[src/rtl/combo_code_sender_if.sv]
// Code-interface bundle between the combo sender and its environment.
// COMBO_SENDER_RETRY_EN adds the retried indication.
interface combo_code_sender_if #(
    parameter int DIGITS = 4
);
    logic                  start;
    logic [4*DIGITS-1:0]   combo;
    logic [3:0]            code_out;
    logic                  lock_rst;
    logic                  unlock_in;
    logic                  busy;
    logic                  done;
    logic                  pass;
    logic                  fail;
`ifdef COMBO_SENDER_RETRY_EN
    logic                  retried;
`endif
    logic [2:0]            state_dbg;

    // start is a single-cycle request, honoured only while the sender is idle
    // (busy=0); there is no ready signal. done/pass/fail (and retried) are
    // qualified by done, and pass/fail hold until the next accepted start.
`ifdef COMBO_SENDER_RETRY_EN
    modport master (
        input  start, combo, unlock_in,
        output code_out, lock_rst, busy, done, pass, fail, retried, state_dbg
    );
    modport slave (
        output start, combo, unlock_in,
        input  code_out, lock_rst, busy, done, pass, fail, retried, state_dbg
    );
`else
    modport master (
        input  start, combo, unlock_in,
        output code_out, lock_rst, busy, done, pass, fail, state_dbg
    );
    modport slave (
        output start, combo, unlock_in,
        input  code_out, lock_rst, busy, done, pass, fail, state_dbg
    );
`endif
endinterface

[src/rtl/combo_code_sender.sv]
// Sends a latched nibble combination into a lock, then reports pass/fail from unlock_in.
// Optional feature macro: COMBO_SENDER_RETRY_EN (one automatic retry after a timeout).
module combo_code_sender #(
    parameter int DIGITS      = 4,
    parameter int HOLD_CYC    = 4,
    parameter int GAP_CYC     = 2,
    parameter int TIMEOUT_CYC = 16
) (
    input  logic                  clk,
    input  logic                  rst,
    combo_code_sender_if.master   bus
);
    localparam int MAX_HG  = (HOLD_CYC > GAP_CYC) ? HOLD_CYC : GAP_CYC;
    localparam int MAX_CYC = (MAX_HG > TIMEOUT_CYC) ? MAX_HG : TIMEOUT_CYC;
    localparam int CW      = $clog2(MAX_CYC + 1);
    localparam int IW      = $clog2(DIGITS + 1);

    localparam logic [CW-1:0] HOLD_LAST = CW'(HOLD_CYC - 1);
    localparam logic [CW-1:0] GAP_LAST  = CW'(GAP_CYC - 1);
    localparam logic [CW-1:0] TO_LAST   = CW'(TIMEOUT_CYC - 1);
    localparam logic [IW-1:0] IDX_LAST  = IW'(DIGITS - 1);

    typedef enum logic [2:0] {
        IDLE  = 3'd0,
        CLEAR = 3'd1,
        DRIVE = 3'd2,
        GAP   = 3'd3,
        WAIT  = 3'd4,
        DONE  = 3'd5
    } state_t;

    state_t               state, state_n;
    logic [CW-1:0]        cnt, cnt_n;
    logic [IW-1:0]        idx, idx_n;
    logic [4*DIGITS-1:0]  combo_q, combo_n;
    logic [3:0]           code_q, code_n;
    logic                 lock_rst_q, lock_rst_n;
    logic                 busy_q, busy_n;
    logic                 done_q, done_n;
    logic                 pass_q, pass_n;
    logic                 fail_q, fail_n;
    logic [3:0]           cur_digit;
    logic [3:0]           next_digit;
`ifdef COMBO_SENDER_RETRY_EN
    logic                 retry_q, retry_n;
`endif

    assign cur_digit = combo_q[{idx, 2'b00} +: 4];

    always_ff @(posedge clk or posedge rst) begin
        if (rst) begin
            state      <= IDLE;
            cnt        <= '0;
            idx        <= '0;
            combo_q    <= '0;
            code_q     <= 4'h0;
            lock_rst_q <= 1'b0;
            busy_q     <= 1'b0;
            done_q     <= 1'b0;
            pass_q     <= 1'b0;
            fail_q     <= 1'b0;
`ifdef COMBO_SENDER_RETRY_EN
            retry_q    <= 1'b0;
`endif
        end else begin
            state      <= state_n;
            cnt        <= cnt_n;
            idx        <= idx_n;
            combo_q    <= combo_n;
            code_q     <= code_n;
            lock_rst_q <= lock_rst_n;
            busy_q     <= busy_n;
            done_q     <= done_n;
            pass_q     <= pass_n;
            fail_q     <= fail_n;
`ifdef COMBO_SENDER_RETRY_EN
            retry_q    <= retry_n;
`endif
        end
    end

    always_comb begin
        state_n    = state;
        cnt_n      = cnt;
        idx_n      = idx;
        combo_n    = combo_q;
        pass_n     = pass_q;
        fail_n     = fail_q;
        code_n     = 4'h0;
        lock_rst_n = 1'b0;
        busy_n     = 1'b0;
        done_n     = 1'b0;
        next_digit = 4'h0;
`ifdef COMBO_SENDER_RETRY_EN
        retry_n    = retry_q;
`endif

        case (state)
            IDLE: begin
                if (bus.start) begin
                    combo_n = bus.combo;
                    pass_n  = 1'b0;
                    fail_n  = 1'b0;
`ifdef COMBO_SENDER_RETRY_EN
                    retry_n = 1'b0;
`endif
                    state_n = CLEAR;
                end
            end
            CLEAR: begin
                idx_n   = '0;
                cnt_n   = '0;
                state_n = DRIVE;
            end
            DRIVE: begin
                // 0 is the idle/gap value, so a zero digit aborts the sequence
                if (cur_digit == 4'h0) begin
                    fail_n  = 1'b1;
                    state_n = DONE;
                end else if (cnt == HOLD_LAST) begin
                    cnt_n   = '0;
                    state_n = GAP;
                end else begin
                    cnt_n = cnt + 1'b1;
                end
            end
            GAP: begin
                if (cnt == GAP_LAST) begin
                    cnt_n = '0;
                    if (idx == IDX_LAST) begin
                        state_n = WAIT;
                    end else begin
                        idx_n   = idx + 1'b1;
                        state_n = DRIVE;
                    end
                end else begin
                    cnt_n = cnt + 1'b1;
                end
            end
            WAIT: begin
                if (bus.unlock_in) begin
                    cnt_n   = '0;
                    pass_n  = 1'b1;
                    state_n = DONE;
                end else if (cnt == TO_LAST) begin
                    cnt_n = '0;
`ifdef COMBO_SENDER_RETRY_EN
                    if (!retry_q) begin
                        retry_n = 1'b1;
                        state_n = CLEAR;
                    end else begin
                        fail_n  = 1'b1;
                        state_n = DONE;
                    end
`else
                    fail_n  = 1'b1;
                    state_n = DONE;
`endif
                end else begin
                    cnt_n = cnt + 1'b1;
                end
            end
            DONE: begin
                state_n = IDLE;
            end
            default: begin
                state_n = IDLE;
            end
        endcase

        // Outputs are registered from the state being entered, so they line up with it.
        next_digit = combo_n[{idx_n, 2'b00} +: 4];
        case (state_n)
            CLEAR: begin
                lock_rst_n = 1'b1;
                busy_n     = 1'b1;
            end
            DRIVE: begin
                code_n = next_digit;
                busy_n = 1'b1;
            end
            GAP, WAIT: begin
                busy_n = 1'b1;
            end
            DONE: begin
                busy_n = 1'b1;
                done_n = 1'b1;
            end
            default: begin
                busy_n = 1'b0;
            end
        endcase
    end

    assign bus.code_out  = code_q;
    assign bus.lock_rst  = lock_rst_q;
    assign bus.busy      = busy_q;
    assign bus.done      = done_q;
    assign bus.pass      = pass_q;
    assign bus.fail      = fail_q;
    assign bus.state_dbg = state;
`ifdef COMBO_SENDER_RETRY_EN
    assign bus.retried   = retry_q;
`endif

endmodule

[src/flat_wrapper.sv]
// flat-port wrapper written by rule: the top's interface ports become plain ports
module combo_code_sender_flat 
#(
    parameter int DIGITS      = 4,
    parameter int HOLD_CYC    = 4,
    parameter int GAP_CYC     = 2,
    parameter int TIMEOUT_CYC = 16
)
  (clk, rst, bus_start, bus_combo, bus_unlock_in, bus_code_out, bus_lock_rst, bus_busy, bus_done, bus_pass, bus_fail, bus_state_dbg);
  combo_code_sender_if #(.DIGITS(DIGITS)) bus_i ();
  input  logic clk;
  input  logic rst;
  input wire logic [$bits(bus_i.start)-1:0] bus_start;
  input wire logic [$bits(bus_i.combo)-1:0] bus_combo;
  input wire logic [$bits(bus_i.unlock_in)-1:0] bus_unlock_in;
  output wire logic [$bits(bus_i.code_out)-1:0] bus_code_out;
  output wire logic [$bits(bus_i.lock_rst)-1:0] bus_lock_rst;
  output wire logic [$bits(bus_i.busy)-1:0] bus_busy;
  output wire logic [$bits(bus_i.done)-1:0] bus_done;
  output wire logic [$bits(bus_i.pass)-1:0] bus_pass;
  output wire logic [$bits(bus_i.fail)-1:0] bus_fail;
  output wire logic [$bits(bus_i.state_dbg)-1:0] bus_state_dbg;
  assign bus_i.start = bus_start;
  assign bus_i.combo = bus_combo;
  assign bus_i.unlock_in = bus_unlock_in;
  assign bus_code_out = bus_i.code_out;
  assign bus_lock_rst = bus_i.lock_rst;
  assign bus_busy = bus_i.busy;
  assign bus_done = bus_i.done;
  assign bus_pass = bus_i.pass;
  assign bus_fail = bus_i.fail;
  assign bus_state_dbg = bus_i.state_dbg;
  combo_code_sender #(.DIGITS(DIGITS), .HOLD_CYC(HOLD_CYC), .GAP_CYC(GAP_CYC), .TIMEOUT_CYC(TIMEOUT_CYC)) u_core (.clk(clk), .rst(rst), .bus(bus_i));
endmodule
[config.mk]
export PLATFORM = sky130hd
export DESIGN_NAME = combo_code_sender_flat
export DESIGN_NICKNAME = d
export VERILOG_FILES = /design/src/rtl/combo_code_sender_if.sv /design/src/rtl/combo_code_sender.sv /design/src/flat_wrapper.sv
export SDC_FILE = /design/constraint.sdc
export NUM_CORES = 1
export LEC_CHECK = 0
export BUFFER_PORTS_ARGS = -buffer_cell sky130_fd_sc_hd__buf_2
export CAP_MARGIN = 30
export CORE_MARGIN = 3
export CORE_UTILIZATION = 50
export DETAILED_ROUTE_END_ITERATION = 16
export PLACE_DENSITY = 0.75
export SLEW_MARGIN = 30
export SYNTH_ARGS = -nofsm -noshare
export SYNTH_HDL_FRONTEND = slang
export SYNTH_SLANG_ARGS = --single-unit
[constraint.sdc]
create_clock -name clk -period 2.12 [get_ports clk]
set_input_delay 0.106 -clock clk [delete_from_list [all_inputs] [get_ports clk]]
set_output_delay 0.106 -clock clk [all_outputs]
set_load 0.03 [all_outputs]
## Word-level counts from Yosys, hierarchy flattened

Cells that the tools add are included.

- Register bits after elaboration: 36
- Input bits: 20
- Output and inout bits: 12
- Logic and storage cells: 72

- Add/subtract/negate cells: 2
- Equality and inequality tests: 19
- Shifts and indexed selects: 2
- Muxes and demuxes: 30
- Reductions and logical operators: 9

Operators by type and width:

| cell | count |
|---|---|
| 16-bit two-way mux | 2 |
| 16-bit by 6-bit variable part select with 4-bit output | 2 |
| 3-bit two-way mux | 9 |
| 5-bit two-way mux | 5 |
| 5-bit case mux with 4 select lines | 1 |
| 3-bit by 2-bit equality test with 1-bit output (second input constant) | 5 |
| 3-bit case mux with 5 select lines | 1 |
| 3-bit equality test (second input constant) | 3 |
| 1-bit two-way mux | 8 |
| 2-bit inequality test (second input constant) | 4 |
| 3-bit by 1-bit equality test with 1-bit output (second input constant) | 2 |
| 3-bit case mux with 2 select lines | 1 |
| 5-bit by 1-bit adder with 5-bit output (second input constant) | 1 |
| 5-bit by 1-bit equality test with 1-bit output (second input constant) | 1 |
| 5-bit by 2-bit equality test with 1-bit output (second input constant) | 1 |
| 5-bit by 4-bit equality test with 1-bit output (second input constant) | 1 |
| 5-bit AND reduction | 1 |
| 5-bit OR reduction | 1 |
| 4-bit logical NOT | 1 |
| 4-bit two-way mux | 1 |
| 2-bit by 1-bit inequality test with 1-bit output (second input constant) | 2 |
| 4-bit nonzero test | 1 |
| 3-bit by 1-bit adder with 3-bit output (second input constant) | 1 |
| 3-bit logical NOT | 1 |
| other kinds (6) | 6 |

## Logic depth before layout (Yosys ltp)

Gate-level depths: netlist of run 1.

- Depth after elaboration: 7
- Depth in mapped cells: 8
- Depth with buffers taken out: 8

## Worst setup path before layout of run 1

Ideal clock, no wire load.

- Path kind: reg2reg
- Start point: reg u_core.state[0] (netlist: u_core.bus.state_dbg[0])
- End point: reg u_core.code_q[0] (netlist: u_core.bus.code_out[0])
- Library setup time: 0.135 ns
- Arrival time: 1.935 ns
- Required time: 1.985 ns
- Setup slack: 0.050 ns
- Stages on the path, launching flop included: 7
- Buffers on the path: 2
- Period minus slack after synthesis: 2.070 ns
- Cells stage by stage: dfrtp_1 -> buf_6 -> nor4b_4 -> buf_6 -> mux2_2 -> o211ai_1 -> a21oi_1

- Elaborated cells on any way between the ends: 17
- Those cells by class: eq/ne (5); shift (1); mux (10); reduce/logical (1)

RTL lines:

| element | RTL line | RTL |
|---|---|---|
| start, declared | combo_code_sender.sv:32 | `state_t state, state_n;` |
| start signal, assigned | combo_code_sender.sv:66 | `state <= state_n;` |
| 3-bit logical NOT | combo_code_sender.sv:98 | `case (state)` |
| 16-bit two-way mux | combo_code_sender.sv:98 |  |
| named net u_core.combo_n[12] | combo_code_sender.sv:35 | `logic [4*DIGITS-1:0] combo_q, combo_n;` |
| 16-bit by 6-bit variable part select with 4-bit output | combo_code_sender.sv:172 | `next_digit = combo_n[{idx_n, 2'b00} +: 4];` |
| 4-bit two-way mux | combo_code_sender.sv:173 | `case (state_n)` |
| named net u_core.code_n[0] | combo_code_sender.sv:36 | `logic [3:0] code_q, code_n;` |
| end signal, assigned | combo_code_sender.sv:70 | `code_q <= code_n;` |
| end, declared | combo_code_sender.sv:36 |  |

The timed path passes the listed nets, and every way through them passes these cells.
A chain may end at the register's enable or synchronous reset.

## Worst setup path after layout of run 1

- Start point: reg u_core.cnt[1]
- End point: reg u_core.code_q[1] (netlist: u_core.bus.code_out[1])

- Longest elaborated chain between the ends: 6
- Elaborated cells on any way between the ends: 14
- Those cells by class: eq/ne (4); shift (1); mux (9)

Ends and longest elaborated chain:

| element | RTL line | RTL |
|---|---|---|
| start, declared | combo_code_sender.sv:33 | `logic [CW-1:0] cnt, cnt_n;` |
| start signal, assigned | combo_code_sender.sv:67 | `cnt <= cnt_n;` |
| branches (longest 5 deep; another with 16-bit by 6-bit variable part select with 4-bit output) | -- |  |
| 4-bit two-way mux * | combo_code_sender.sv:173 |  |
| named net u_core.code_n[1] | combo_code_sender.sv:36 |  |

Mark *: on every way through the listed nets, which the timed path passes.

==> run summary, run 1 <==
The flow ran to the end, and the final reports show no timing, DRC or antenna violations. The core region is 3521 um2. In this run the number of H-tree levels came out at 2. Fill cells in the final layout number 269. The path class of the tightest hold or removal check is primary input to flip-flop. The routed layout has 1,596 vias. The library cells used most frequently in the layout, excluding fill and tap cells, are sky130_fd_sc_hd__dfrtp_1, sky130_fd_sc_hd__buf_2, sky130_fd_sc_hd__nor2_1.

The startpoint identified for the worst hold timing path is bus_combo[9]. For this configuration, the core starts out at a cell density of 55.01%. The number of synthesized flops with an enable pin is 0. The count of standard-cell rows came out at 21.

In this run the critical register-to-register path is launched from u_core.cnt[1]$_DFFE_PP0P_. The clock arrives with 0.003287 ns of skew. The number of failing hold endpoints at the final stage is 0. The number of global-route vias before repair was 1,546. Dividing the detail-routed via count by the number of cells gives 5.783. The transition time of the tightest slew-check pin came out at 0.4963 ns. The clock buffer count from CTS came out at 5. The post-route antenna net violation count is 0. The global-route wire length before repair is 7383 um. The first-pass iteration count of the detailed router is 4.

By startpoint and endpoint, the worst setup path is classified as flip-flop to flip-flop. The first routing iteration left 150 violations. Buffers placed on the I/O ports in this run total 31. The core utilization of the finished layout is 67.84%. The max-slew violation total from the final report came to 0. The max-capacitance violation count came out at 0.

The later pin in the worst-skew pair is clocked with a latency of 0.29 ns. The maximum operating frequency came out at 482.4 MHz. For this run, design rule violations remaining after detail routing come to 0.

Of all nets on the critical path, the largest fanout is 4. For hold timing, the worst endpoint is u_core.combo_q[9]$_DFF_PP0_. The post-synthesis net count came out at 207. The HPWL after detailed placement is 3237 um.

In this run the mean area of a mapped cell was 10.64 um2. The total of warnings raised by yosys is 0. The number of antenna diodes in the final layout is 0.

The worst pin sits at a relative slew slack of 66.44%. The share of the yosys chip area belonging to registers came out at 46.51%. Tracing the worst setup path back leads to its startpoint at u_core.cnt[1]$_DFFE_PP0P_. The cell area after synthesis came out at 1937 um2. The worst ir drop on vdd came out at 709.5 uV. The clock transition at the registers of the reported paths came out at 0.08 ns. Leaving out fill and tap cells, the most frequent cell in the layout is sky130_fd_sc_hd__dfrtp_1. The detailed-route wire length per cell came out at 16.75 um. The final net count came out at 254.

The number of cell instances on the worst register-to-register path came out at 8. The chip height came out at 68.24 um. The share of final-layout standard cells stronger than drive strength 1 came out at 36.09%. The combined global-route utilization of all metal layers is 21.57%. Synthesis produced a netlist whose cell count is 182. Synthesis inferred 36 register bits. The worst setup path is launched from a flip-flop. STA puts the critical path data required time at 2.33 ns. The total length of routed wires came out at 4624 um.

For this design the ratio of total power to cell area is 1634 nW/um2. The worst register-to-register path ends at u_core.bus.code_out[1]$_DFF_PP0_. The pin count of the biggest net entering global routing came out at 37. The layout-stage area growth over the synthesis result is 23.32%. The final RePlAce weighted congestion is 0.8807. Counting distinct cell types in the post-synthesis netlist gives 45. The non-filler instance count after layout came out at 276.

The initial antenna violation count is 0. TritonCTS built the clock tree. Dividing the final minimum period by the clock period gives 97.78%. The horizontal extent of the die is 68.24 um.

For the worst setup path, the data arrival time is 2.28 ns. The number of sinks on the clock net is 36. The number of placed I/O pins is 32. The slack of the worst reg-to-reg path is 0.05 ns. Counting flops with an async set or reset pin after synthesis yields a share of 100.0%. Once placement completed, the tool counted placed cells totaling 263. Summed over all cells, the static leakage comes to 1.103 nW. The routed design could run at a clock period as short as 2.073 ns. The area of the die is 4657 um2.

The root buffer cell chosen for the clock tree is sky130_fd_sc_hd__clkbuf_8. The final setup violation count is 0. The number of cells on the worst hold path is 2. For this run the aggregate overflow at the end of global routing stands at 0. In the synthesized netlist the dominant register cell turns out to be sky130_fd_sc_hd__dfrtp_1.

STA classifies the critical path endpoint as a flip-flop. The number of buffers between clock root and the deepest sink came out at 2.
==> synthesized netlist by cell type (all sizes together) (2+ instances only) <==
cell     instances  share of area [%]
dfrtp           36                 47
inv             15                2.9
nor2            15                2.9
mux2            14                8.1
a21oi           12                3.3
nand2           10                1.9
mux2i            8                4.1
o211ai           6                2.3
a221o            5                2.6
clkbuf           5               0.97
ha               5                3.2
o21ai            5                1.3
nand3b           4                1.6
nand2b           3               0.97
nor3             3               0.77
nor4             3               0.97
nor4b            3                2.9
and2             2               0.65
buf              2                1.2
nand3            2               0.52
o2bb2ai          2               0.90
o31a             2               0.90
==> layout make-up <==
class,instances,area (um2),share of cell area (%)
clock buffer,5,68.82,2.881
clock inverter,3,18.77,0.7858
inverter,15,56.30,2.357
multi-input combinational,124,994.7,41.64
sequential,36,902.1,37.77
tap,46,57.56,2.410
timing repair buffer,47,290.3,12.15
==> kinds of logic (layout without fill, tap and decap cells) <==
family                     Yosys count  count (layout)  synth area share (%)
and+or+nand+nor                     53              53                 16.09
AOI/OAI and AO/OA                   43              43                 16.41
DFF                                 36              36                 46.51
muxes                               22              22                 12.27
buffers and inverters               22              70                 5.039
adders and majority gates            5               5                 3.230
xor gates and xnor gates             1               1                0.4523
==> power by group <==
part,switching [mW],internal (mW)
clock,0.265,0.229
combinational,1.23,0.988
sequential,0.221,0.973
==> metrics by stage <==
step | TNS, ns | hold WS [ns] | setup WS (ns) | cell area [um2] | power, mW
2_1_floorplan | 0 | 0.2479 | 0.04982 | 1937 | 2.635
3_3_place_gp | 0 | 0.2205 | 0.1202 | 2203 | 3.088
3_5_place_dp | 0 | 0.2296 | 0.02952 | 2203 | 3.172
4_1_cts | 0 | 0.05895 | 0.06384 | 2318 | 3.709
5_1_grt | -0.1332 | 0.06321 | -0.04398 | 2389 | 4.168
6_report | 0 | 0.05841 | 0.04697 | 2389 | 3.904
==> state kept, by name, indices dropped and copies added, names as in the netlist, 3 cells and up <==
register	count
u_core.idx	3
u_core.combo_q	16
u_core.bus.code_out	4
u_core.cnt	5
u_core.bus.state_dbg	3
==> how the worst max path moves through the flow <==
stage | slack (ns) | end | depth (start not counted)
after floorplan | 0.05 | u_core.bus.code_out[0]$_DFF_PP0_ | 6
after global placement | 0.12 | u_core.bus.fail$_DFFE_PP0P_ | 5
after detailed placement | 0.03 | u_core.bus.code_out[1]$_DFF_PP0_ | 8
after CTS | 0.06 | u_core.bus.code_out[1]$_DFF_PP0_ | 8
after global routing | -0.04 | u_core.bus.code_out[1]$_DFF_PP0_ | 8
final | 0.05 | u_core.bus.code_out[1]$_DFF_PP0_ | 8
==> critical path: stages, from the launching register on <==
cell,delay (ns)
sky130_fd_sc_hd__dfrtp_1,0.41
sky130_fd_sc_hd__inv_1,0.06
sky130_fd_sc_hd__ha_1,0.15
sky130_fd_sc_hd__nor4b_4,0.30
sky130_fd_sc_hd__buf_4,0.19
sky130_fd_sc_hd__a21boi_0,0.07
sky130_fd_sc_hd__o21ai_0,0.30
sky130_fd_sc_hd__o211ai_1,0.29
sky130_fd_sc_hd__a21oi_1,0.21
==> per-layer routing <==
metal / routed length, um / track usage, % / part of all wire, %
met4: 52 / 7.692 / 1.1
met1: 2034 / 28.44 / 44
met2: 2272 / 34.66 / 49
met5: 0 / 0 / 0
met3: 265 / 4.926 / 5.7
==> timing repair <==
| item | CTS | global route |
|---|---|---|
| gates resized for setup | 2 | 8 |
| hold endpoints to repair | 36 | 0 |
| gates cloned | 0 | 0 |
| hold buffers | 1 | 0 |
| endpoints found under the setup margin | 1 | 10 |
| setup buffers | 0 | 4 |
| pin swaps | 0 | 2 |
(Power assumes the default switching activity.)
==> inputs of run 2 (changes only) <==
CTS_BUF_LIST = sky130_fd_sc_hd__clkbuf_16   (was unset)
GPL_TIMING_DRIVEN = 0   (was unset)
==> run 2 against run 1 <==
Net effect: first-iteration DRC count decreased by 11%; combinational power down 2%; critical path depth shrank 1; utilization rose by 0.92 points; clock power increased by 39%; cell area is 1.4% higher; maximum frequency up 1.7%; die area did not move; setup slack improved by 0.035 ns; clock skew about the same; via count is 1.1% lower; cell count is 1.1% lower; largest cell class unchanged.
==> run summary, run 2 (same netlist as run 1, synthesis figures left out) <==
The flow ran to the end, and the final reports show no timing, DRC or antenna violations. The number of placed I/O pins came out at 32. The antenna diode instance count came out at 0.

The number of global-route vias before repair came out at 1,536. The register with the highest flop count is u_core.combo_q. In the layout the commonest cells are sky130_fd_sc_hd__dfrtp_1, sky130_fd_sc_hd__buf_2, sky130_fd_sc_hd__nor2_1, sky130_fd_sc_hd__mux2_2, sky130_fd_sc_hd__inv_1. The post-route antenna net violation count came out at 0.

The design draws 4.052 mW. The clock transition at the registers of the reported paths came out at 0.05 ns. Leaving out fill and tap cells, the most frequent cell in the layout is sky130_fd_sc_hd__dfrtp_1. The shortest period the worst path allows is 2.038 ns.

The clock buffer count from CTS is 5. After detailed routing, the number of remaining DRC violations is 0. From bottom edge to top edge, the die measures 68.24 um. The tree built by TritonCTS fans out to 36 sinks. The floorplan step defined a die boundary enclosing 4657 um2. In this run the static leakage power is 1.097 nW. After detailed routing, the number of vias per cell comes to 5.784. The filler cell count in the final layout came out at 274. The initial antenna violation count is 0. The cell sitting at the root of the clock tree is a sky130_fd_sc_hd__clkbuf_16. The share of final-layout standard cells stronger than drive strength 1 came out at 36.56%. The instance area after placement is 2150 um2.

The final RePlAce weighted congestion came out at 0.8792. The switching power of the nets came out at 1.690 mW. The total length of routed wires is 4373 um.

The combinational cell fraction of total power is 53.7%. The via total after detailed routing came out at 1,579. The critical path in this run is classified as flip-flop to flip-flop. Net switching is 41.70% of the power.

The count of standard-cell rows is 21. The total negative setup slack is 0 ns. The core utilization of the finished layout came out at 68.76%. STA classifies the critical path startpoint as a flip-flop. The design internal power is 2.363 mW.

The layout-stage area growth over the synthesis result is 25.00%. On the final layout, the worst clock skew is 0.003624 ns. The area of the core came out at 3521 um2. The finished cells cover 2421 um2.

VDD sags by at most 976.9 uV. Entering global routing, the biggest net connects 37 pins. Sequential cells burn 29.3% of the power. The power per unit of standard cell area is 1674 nW/um2. Headroom to the max-slew limit came out at 51.08%. After legalization and detailed placement, the total HPWL measured 3143 um. The total overflow left after global routing is 0. After the last flow step, the layout net total stands at 251. Buffers placed on the I/O ports in this run total 31. For the pin with the worst max-slew slack, the measured transition is 0.7327 ns. The worst hold-check path type is primary input to flip-flop. The maximum fanout encountered on the critical timing path is 8.

After detailed routing, the average wire length per cell comes to 16.02 um. The horizontal extent of the die came out at 68.24 um. The maximum operating frequency is 490.6 MHz. The post-route clock period utilization came out at 96.14%.

The clock passes through at most 2 buffers. The final setup violation count came out at 0. The register with the most flip-flops in the layout has 16 of them. The data required time at the worst endpoint came out at 2.32 ns.

The H-tree generated during clock tree synthesis spans 2 levels. The starting density of the core came out at 55.01%. The signal arrival time at the worst endpoint came out at 2.24 ns. The first-pass iteration count of the detailed router came out at 4. The max-slew violation total from the final report is 0.

The type of element capturing the critical path is a flip-flop. The TritonCTS clock tree is done. The max-capacitance violation count came out at 0. The source-to-sink clock delay at the later pin of the worst-skew pair is 0.28 ns.

The number of failing hold endpoints at the final stage came to 0. Of the total power, the clock network draws 17.0%. The combined global-route utilization of all metal layers came out at 21.35%. The global-route wire length before repair is 7300 um. The number of design-rule violations left by the first detailed-router iteration is 133.
[run 2: changes by cell type in the layout (fill, tap and decap cells not counted), sizes merged]
cell / before / now
clkbuf: 5 / 7
buf: 46 / 41
[run 2: power groups by stage]
stage                     registers [mW]  clock network, mW  logic (mW)
after floorplan                     1.28                  0        1.36
after global placement              1.15                  0        1.87
after detailed placement            1.18                  0        1.93
after CTS                           1.17              0.695        2.04
after global routing                1.23              0.723        2.40
final                               1.19              0.687        2.18
[run 2: final timing paths]
kind                                        startpoint                                to  slack, ns  depth (start not counted)
hold reg to reg            u_core.bus.fail$_DFFE_PP0P_       u_core.bus.fail$_DFFE_PP0P_       0.52                          2
setup reg to reg             u_core.cnt[0]$_DFFE_PP0P_  u_core.bus.code_out[1]$_DFF_PP0_       0.08                          7
min in group asynchronous                          rst     u_core.bus.lock_rst$_DFF_PP0_       0.50                          3
hold / removal                            bus_combo[4]       u_core.combo_q[4]$_DFF_PP0_       0.07                          3
setup / recovery             u_core.cnt[0]$_DFFE_PP0P_  u_core.bus.code_out[1]$_DFF_PP0_       0.08                          7
max in group asynchronous                          rst         u_core.cnt[0]$_DFFE_PP0P_       1.10                          3
[run 2: layout make-up]
class | count | area, um2 | area share (%)
inverter | 15 | 56.30 | 2.326
tap | 46 | 57.56 | 2.377
multi-input combinational | 124 | 1010 | 41.71
clock inverter | 3 | 13.76 | 0.5685
sequential | 36 | 904.6 | 37.36
timing repair buffer | 39 | 217.7 | 8.992
buffer | 5 | 36.28 | 1.499
clock buffer | 5 | 125.1 | 5.168
[run 2: through the flow]
stage | hold WS [ns] | std cells | setup WS (ns)
4_1_cts | 0.07025 | 271 | 0.004414
6_report | 0.06954 | 273 | 0.08180
5_1_grt | 0.1030 | 273 | -0.003704
3_5_place_dp | 0.2750 | 259 | -0.1249
2_1_floorplan | 0.2479 | 182 | 0.04982
3_3_place_gp | 0.3509 | 259 | -0.06211
[run 2: critical path, stage by stage (launching register included)]
cell                      delay [ns]
sky130_fd_sc_hd__dfrtp_2        0.46
sky130_fd_sc_hd__ha_4           0.19
sky130_fd_sc_hd__nor4b_4        0.13
sky130_fd_sc_hd__buf_4          0.16
sky130_fd_sc_hd__and2_4         0.15
sky130_fd_sc_hd__a221o_2        0.43
sky130_fd_sc_hd__a221o_1        0.30
sky130_fd_sc_hd__a21oi_1        0.15
[run 2: what timing repair did]
action,4_1_cts,5_1_grt
pin swaps,2,4
setup endpoints to repair,6,8
endpoints found under the hold margin,36,0
hold buffers,1,0
resized for setup,4,17
buffers inserted,4,3
[run 2: metal layers]
layer	share of wire, %	global-route usage, %
met4	1.6	8.189
met1	44	27.56
met3	5.7	4.598
met2	49	34.90
met5	0	0
